<file path="config.mk">
export PLATFORM = sky130hd
export DESIGN_NAME = butterfly_pipe
export DESIGN_NICKNAME = d
export VERILOG_FILES = /design/src/rtl/butterfly_pipe.sv
export SDC_FILE = /design/constraint.sdc
export NUM_CORES = 2
export LEC_CHECK = 0
export ABC_AREA = 1
export BUFFER_PORTS_ARGS = -buffer_cell sky130_fd_sc_hd__buf_2
export CAP_MARGIN = 20
export CORE_MARGIN = 5
export CORE_UTILIZATION = 40
export DETAILED_ROUTE_END_ITERATION = 7
export GPL_TIMING_DRIVEN = 0
export HOLD_SLACK_MARGIN = 0.15
export SLEW_MARGIN = 20
export SYNTH_ARGS = -nofsm -noshare
export SYNTH_HDL_FRONTEND = slang
export SYNTH_SLANG_ARGS = --single-unit
</file>
<file path="constraint.sdc">
create_clock -name clk -period 7.5 [get_ports clk]
set_input_delay 1.5 -clock clk [delete_from_list [all_inputs] [get_ports clk]]
set_output_delay 1.5 -clock clk [all_outputs]
set_load 0.01 [all_outputs]
</file>
<file path="src/rtl/butterfly_pipe.sv">
// butterfly_pipe: 4-stage pipelined radix-2 DIT butterfly.
//   o1 = a + b*w, o2 = a - b*w on signed complex samples, twiddle in Q1.(TW-1).
//   Stages: S1 operand regs, S2 products, S3 rounded twiddle product, S4 sum/diff
//   with optional 1/2 scaling and range reduction into the output registers.
// Build option: define BFLY_SAT_EN to saturate overflowing components; otherwise
// they wrap. The sticky ovf flag behaves the same in both builds.
module butterfly_pipe #(
    parameter int DW    = 16,
    parameter int TW    = 16,
    parameter int SCALE = 0
) (
    input  logic          clk,
    input  logic          rst_n,
    input  logic          in_valid,
    output logic          in_ready,
    input  logic [DW-1:0] a_re,
    input  logic [DW-1:0] a_im,
    input  logic [DW-1:0] b_re,
    input  logic [DW-1:0] b_im,
    input  logic [TW-1:0] w_re,
    input  logic [TW-1:0] w_im,
    output logic          out_valid,
    input  logic          out_ready,
    output logic [DW-1:0] o1_re,
    output logic [DW-1:0] o1_im,
    output logic [DW-1:0] o2_re,
    output logic [DW-1:0] o2_im,
    output logic          ovf,
    input  logic          clr_ovf
);

    localparam int PW = DW + TW;
    localparam int SW = DW + 2;
    localparam logic signed [PW:0] RND = (PW + 1)'(2 ** (TW - 2));

`ifdef BFLY_SAT_EN
    localparam logic [DW-1:0] SAT_MAX = {1'b0, {(DW - 1){1'b1}}};
    localparam logic [DW-1:0] SAT_MIN = {1'b1, {(DW - 1){1'b0}}};
`endif

    logic en;

    logic s1_vld_q, s2_vld_q, s3_vld_q, out_vld_q, ovf_q;

    logic signed [DW-1:0] s1_a_re_q, s1_a_im_q, s1_b_re_q, s1_b_im_q;
    logic signed [TW-1:0] s1_w_re_q, s1_w_im_q;

    logic signed [DW-1:0] s2_a_re_q, s2_a_im_q;
    logic signed [PW-1:0] p_rr_d, p_ii_d, p_ri_d, p_ir_d;
    logic signed [PW-1:0] s2_p_rr_q, s2_p_ii_q, s2_p_ri_q, s2_p_ir_q;

    logic signed [PW:0]   t_re_w, t_im_w;
    logic signed [SW-1:0] t_re_d, t_im_d;
    logic signed [DW-1:0] s3_a_re_q, s3_a_im_q;
    logic signed [SW-1:0] s3_t_re_q, s3_t_im_q;

    // index order: 0 = o1_re, 1 = o1_im, 2 = o2_re, 3 = o2_im
    logic signed [SW-1:0] sum_w [4];
    logic [3:0]           ov_w;
    logic [DW-1:0]        o_d [4];
    logic [DW-1:0]        o_q [4];
    logic                 ovf_set_d;

    // Whole pipeline advances together; a held output freezes every stage.
    assign en       = out_ready | ~out_vld_q;
    assign in_ready = en;

    // S2 next state: full-width signed products.
    always_comb begin
        p_rr_d = PW'(s1_b_re_q) * PW'(s1_w_re_q);
        p_ii_d = PW'(s1_b_im_q) * PW'(s1_w_im_q);
        p_ri_d = PW'(s1_b_re_q) * PW'(s1_w_im_q);
        p_ir_d = PW'(s1_b_im_q) * PW'(s1_w_re_q);
    end

    // S3 next state: combine products, round half up, drop the twiddle fraction.
    always_comb begin
        t_re_w = (PW + 1)'(s2_p_rr_q) - (PW + 1)'(s2_p_ii_q) + RND;
        t_im_w = (PW + 1)'(s2_p_ri_q) + (PW + 1)'(s2_p_ir_q) + RND;
        t_re_d = SW'(t_re_w >>> (TW - 1));
        t_im_d = SW'(t_im_w >>> (TW - 1));
    end

    // S4 next state: sum/difference, optional halving, overflow detect and reduce.
    always_comb begin
        sum_w[0]  = SW'(s3_a_re_q) + s3_t_re_q;
        sum_w[1]  = SW'(s3_a_im_q) + s3_t_im_q;
        sum_w[2]  = SW'(s3_a_re_q) - s3_t_re_q;
        sum_w[3]  = SW'(s3_a_im_q) - s3_t_im_q;
        ov_w      = '0;
        for (int i = 0; i < 4; i++) begin
            if (SCALE != 0) begin
                sum_w[i] = (sum_w[i] + SW'(1)) >>> 1;
            end
            // In range only when the bits above the DW sign bit are all copies of it.
            ov_w[i] = ~((&sum_w[i][SW-1:DW-1]) | ~(|sum_w[i][SW-1:DW-1]));
`ifdef BFLY_SAT_EN
            if (ov_w[i]) begin
                o_d[i] = sum_w[i][SW-1] ? SAT_MIN : SAT_MAX;
            end else begin
                o_d[i] = sum_w[i][DW-1:0];
            end
`else
            o_d[i] = sum_w[i][DW-1:0];
`endif
        end
        ovf_set_d = en & s3_vld_q & (|ov_w);
    end

    // Valid bits and sticky overflow; a new overflow beats a same-cycle clear.
    always_ff @(posedge clk or negedge rst_n) begin
        if (!rst_n) begin
            s1_vld_q  <= 1'b0;
            s2_vld_q  <= 1'b0;
            s3_vld_q  <= 1'b0;
            out_vld_q <= 1'b0;
            ovf_q     <= 1'b0;
        end else begin
            if (en) begin
                s1_vld_q  <= in_valid;
                s2_vld_q  <= s1_vld_q;
                s3_vld_q  <= s2_vld_q;
                out_vld_q <= s3_vld_q;
            end
            if (ovf_set_d) begin
                ovf_q <= 1'b1;
            end else if (clr_ovf) begin
                ovf_q <= 1'b0;
            end
        end
    end

    // Datapath registers; the output only loads real samples so bubbles leave it untouched.
    always_ff @(posedge clk or negedge rst_n) begin
        if (!rst_n) begin
            s1_a_re_q <= '0;
            s1_a_im_q <= '0;
            s1_b_re_q <= '0;
            s1_b_im_q <= '0;
            s1_w_re_q <= '0;
            s1_w_im_q <= '0;
            s2_a_re_q <= '0;
            s2_a_im_q <= '0;
            s2_p_rr_q <= '0;
            s2_p_ii_q <= '0;
            s2_p_ri_q <= '0;
            s2_p_ir_q <= '0;
            s3_a_re_q <= '0;
            s3_a_im_q <= '0;
            s3_t_re_q <= '0;
            s3_t_im_q <= '0;
            for (int i = 0; i < 4; i++) begin
                o_q[i] <= '0;
            end
        end else if (en) begin
            s1_a_re_q <= a_re;
            s1_a_im_q <= a_im;
            s1_b_re_q <= b_re;
            s1_b_im_q <= b_im;
            s1_w_re_q <= w_re;
            s1_w_im_q <= w_im;
            s2_a_re_q <= s1_a_re_q;
            s2_a_im_q <= s1_a_im_q;
            s2_p_rr_q <= p_rr_d;
            s2_p_ii_q <= p_ii_d;
            s2_p_ri_q <= p_ri_d;
            s2_p_ir_q <= p_ir_d;
            s3_a_re_q <= s2_a_re_q;
            s3_a_im_q <= s2_a_im_q;
            s3_t_re_q <= t_re_d;
            s3_t_im_q <= t_im_d;
            if (s3_vld_q) begin
                for (int i = 0; i < 4; i++) begin
                    o_q[i] <= o_d[i];
                end
            end
        end
    end

    assign out_valid = out_vld_q;
    assign ovf       = ovf_q;
    assign o1_re     = o_q[0];
    assign o1_im     = o_q[1];
    assign o2_re     = o_q[2];
    assign o2_im     = o_q[3];

endmodule
</file>
* After elaboration in Yosys (flattened, before gate mapping)
Cells that the tools add are included.
W data, S select, Z words.
** Operators by class
- Muxes and demuxes :: 2
- $mul :: 4
- Bitwise operators :: 16
- Reductions and logical operators :: 11
- Add/subtract/negate cells :: 8
** Operators by type and width (count)
- $mul A16 B16 Y32 :: 4
- $add A33 B16 Y33 const B :: 2
- $add A16 B18 Y18 :: 2
- $sub A16 B18 Y18 :: 2
- $add A32 B32 Y33 :: 1
- $sub A32 B32 Y33 :: 1
- $reduce_and A3 Y1 :: 4
- $reduce_or A3 Y1 :: 4
- $not A1 Y1 :: 9
- $or A1 B1 Y1 :: 5
- $reduce_or A4 Y1 :: 1
- $and A1 B1 Y1 :: 2
- $mux W1 :: 2
- $reduce_and A2 Y1 :: 1
- $reduce_bool A2 Y1 :: 1
** Word-level totals
- Register bits :: 393
- Output and inout bits :: 67
- Word-level logic and storage cells :: 66
- Input bits :: 101

* Logic depth before layout (Yosys ltp)
- Word-level depth :: 8
- Gate-level depth with buffers :: 28
- Mapped depth without buffers :: 26

* Worst setup path after synthesis
OpenSTA, ideal clock, no wires.
- Path type :: reg2reg
- From :: register s1_b_im_q[15]
- To :: register s2_p_ir_q[31]
- Data arrival time :: 5.766 ns
- Buffers on the path :: 2
- Cell stages (with the launch flop) :: 24
- Slack :: 1.652 ns
- Library setup time :: 0.083 ns
- Required time :: 7.417 ns
- Path through :: dfrtp_1 > clkbuf_1 > clkbuf_1 > nand2_1 > inv_1 > fa_1 > fa_1 > inv_1 > fa_1 > inv_1 > fa_1 > inv_1 > fa_1 > fa_1 > inv_1 > ha_1 > inv_1 > nor3_1 > nand2_1 > or2_2 > and3_1 > nand3_1 > nand3_1 > o21ai_0
** Between the ends
- Cells in the longest elaborated chain, start to end :: 1
** RTL lines
- start, declared :: RTL line 45 : logic signed [DW-1:0] s1_a_re_q, s1_a_im_q, s1_b_re_q, s1_b_im_q;
- start signal, assigned :: RTL line 159 : s1_b_im_q <= b_im;
- $mul A16 B16 Y32 :: RTL line 73 : p_ir_d = PW'(s1_b_im_q) * PW'(s1_w_re_q);
- end signal, assigned :: RTL line 167 : s2_p_ir_q <= p_ir_d;
- end, declared :: RTL line 50 : logic signed [PW-1:0] s2_p_rr_q, s2_p_ii_q, s2_p_ri_q, s2_p_ir_q;
No other way between the ends.
A chain may end at the register's enable or synchronous reset.

* Worst setup path after layout
- From :: register s1_w_re_q[14]
- To :: register s2_p_ir_q[26]
** Between the ends
- Cells in the longest elaborated chain, start to end :: 1
** RTL lines
- start, declared :: RTL line 46 : logic signed [TW-1:0] s1_w_re_q, s1_w_im_q;
- start signal, assigned :: RTL line 160 : s1_w_re_q <= w_re;
- $mul A16 B16 Y32 :: RTL line 73
No other way between the ends.

==> impl_metrics.ini <==
[run_status]
status = finished, final reports clean

[layout]
design_area_um2 = 69200
final_common_cell = nand2_1
regArea_um2 = 9790
finalNetCount = 10125
n_fill_cell = 16364
multi_input_area_um2 = 45000
final_cell_mix = nand2_1, inv_1, fa_1
drive_above_1_share = 0.0557
synthToLayoutAreaGrowth_pct = 8.37

[cts]
clk_path_buf_depth = 3
cts_made_buffers = 47
tritoncts = yes
path_clk_slew_ps = 60
clock-sinks = 391
ctsHtreeMaxLevel = 2
hold_buffers = 0
clkLatencyLatePin_ps = 670
cts-root-buf = clkbuf_16

[timing]
fin_crit_sh = 0.976
worst_pin_slew_ps = 1270
fmax_mhz = 137
maxSlewViolCount = 0
fin_worst_skew_ps = 39.2
tns_ps = 0
whs_ps = 468
slew_headroom = 0.154
min_period_ps = 7320
hold_viol_final = 0
setup_viol = 0

[global_routing]
grt_usage = 0.293
grt_pass1_wl_um = 362000
antenna_found_initial = 14
grt_start_max_net_pins = 91
grt_overflow = 0
grt_pass1_vias = 55582

[drt]
drtIter0Drc = 4775
dr_total_vias = 54311
met1_length_um = 102000
vias_per_cell = 5.14
top_layer = met5
route.met3.wl_um = 20800
route.met2.wl_um = 110000
avgRoutedWirePerCell_um = 23.3
drcViolationCount = 0
wl_um = 246000
dr.pass1.iters = 6
postRouteAntennaNets = 0

[floorplan]
ios = 168
die_w_um = 410
die-area_um2 = 168000
core.rowCount = 146
initial_core_util = 0.403
core-area_um2 = 159000
fp.dieH_um = 410

[logic_synthesis]
synth.net_count = 9912
synth_edf_count = 0
ys.flop_type = dfrtp_1
syn_area_um2 = 63800
ys_ff_latch = 391
ys_seq_area_frac = 0.153
ys_types = 62
synth.avg_cell_area_um2 = 7.75
ys.warnings.count = 0
ys_async_sr_fraction = 1.00
synthCells = 8241

[flow_run]
max_cap_violations = 0

[critical_path]
crit_fanout = 10
worst_ep_arrival_time_ps = 7840
startpoint_type = flip-flop
cp.required_ps = 8020
critPathCaptureType = flip-flop
path_class = flip-flop to flip-flop

[place]
finalWeightedCongestion = 1.06
dp_hpwl_um = 206000
dpl_cell_area_um2 = 67500
io_buffers = 167

[worst_hold_path]
hp-class = flip-flop to flip-flop
[critical path, cell delays in order, from the launching register on]
cell      delay [ps]
dfrtp_1          320
clkbuf_1         460
clkbuf_1         830
nand2_1          120
inv_1            110
fa_1             430
fa_1             490
fa_1             560
fa_1             460
fa_1             490
inv_1             50
fa_1             470
inv_1             50
ha_1             410
a21oi_1          440
o21ai_0          200
a21oi_1          320
nand3_1          250
nand2_1          110
nand2_1           80
or2_2            280
nand3_1          170
nand2_1           70
[cells in the mapped netlist (22+ instances only)]
| master | count | area (um2) |
|---|---|---|
| ha_1 | 518 | 6480 |
| inv_1 | 2039 | 7650 |
| or2_2 | 46 | 288 |
| o21bai_1 | 30 | 225 |
| clkbuf_1 | 310 | 1160 |
| or2_1 | 23 | 144 |
| xor2_1 | 44 | 385 |
| dfrtp_1 | 391 | 9780 |
| xnor2_1 | 57 | 499 |
| a31oi_1 | 44 | 275 |
| fa_1 | 1052 | 21100 |
| nand4_1 | 49 | 307 |
| a21o_1 | 22 | 165 |
| o21ai_0 | 305 | 1530 |
| nor2_1 | 304 | 1140 |
| o21ai_1 | 27 | 135 |
| nand3_1 | 224 | 1120 |
| a21oi_1 | 244 | 1220 |
| nand2_1 | 2270 | 8520 |
| nor3_1 | 35 | 175 |
[cells by family (layout without fill, tap and decap cells)]
group           after synthesis  count (layout)  synth area share
fa+ha+maj                  1570            1570             0.431
xor+xnor                    101             101            0.0139
buf+inv                    2399            2645             0.143
flops                       391             391             0.153
simple gates               3036            3036             0.193
compound gates              744             744            0.0660
other cells                   0               8                 0
[stage by stage]
step	setup slack, ps	utilization	instances
finish	180	0.436	10567
global route	-39.0	0.436	10559
CTS	3.32	0.436	10565
detailed placement	-449	0.426	10486
global placement	-3330	0.424	10480
floorplan	1650	-	8241
[path summary, 6_finish.rpt]
path,startpoint,endpoint,slack (ps),cells past startpoint
worst max-delay path,s1_w_re_q[14]$_DFFE_PN0N_,s2_p_ir_q[26]$_DFFE_PN0N_,180,22
worst min-delay path,o1_im[2]$_DFFE_PN0P_,o1_im[2]$_DFFE_PN0P_,470,2
worst max register to register,s1_w_re_q[14]$_DFFE_PN0N_,s2_p_ir_q[26]$_DFFE_PN0N_,180,22
worst min register to register,o1_im[2]$_DFFE_PN0P_,o1_im[2]$_DFFE_PN0P_,470,2
max in group asynchronous,rst_n,s1_w_re_q[10]$_DFFE_PN0N_,5360,3
min in group asynchronous,rst_n,o1_re[4]$_DFFE_PN0P_,810,1
[timing repair]
| item | in CTS | in global routing |
|---|---|---|
| setup buffers | 0 | 0 |
| pin swaps | 0 | 0 |
| gates cloned | 0 | 0 |
| endpoints found under the setup margin | 16 | 30 |
| resized for setup | 15 | 73 |
[registers in the layout (all words and copies together), names as in the netlist, 18 cells and up]
| register | cells |
|---|---|
| s2_p_ii_q | 32 |
| s2_p_ir_q | 32 |
| s2_p_rr_q | 32 |
| s3_t_im_q | 18 |
| s2_p_ri_q | 32 |
| s3_t_re_q | 18 |
[area by class of cell]
cell class              instances  area share
clock buffers                  59      0.0187
multi-input cells            5451       0.650
inverters                    2051       0.111
clock inverters                23     0.00515
well taps                    2072      0.0375
flip-flops and latches        391       0.141
plain buffers                 339      0.0214
diodes                          8    0.000289
repair buffers                173      0.0144
[layer usage]
metal | track usage | vias to the layer above
li1 | - | 24705
met1 | 0.387 | 27014
met2 | 0.468 | 2136
met3 | 0.0601 | 446
met4 | 0.125 | 10
met5 | 0.00144 | -
Power is not shown: default switching activity piles up to over one toggle a cycle in this logic, so the estimate is an artifact.
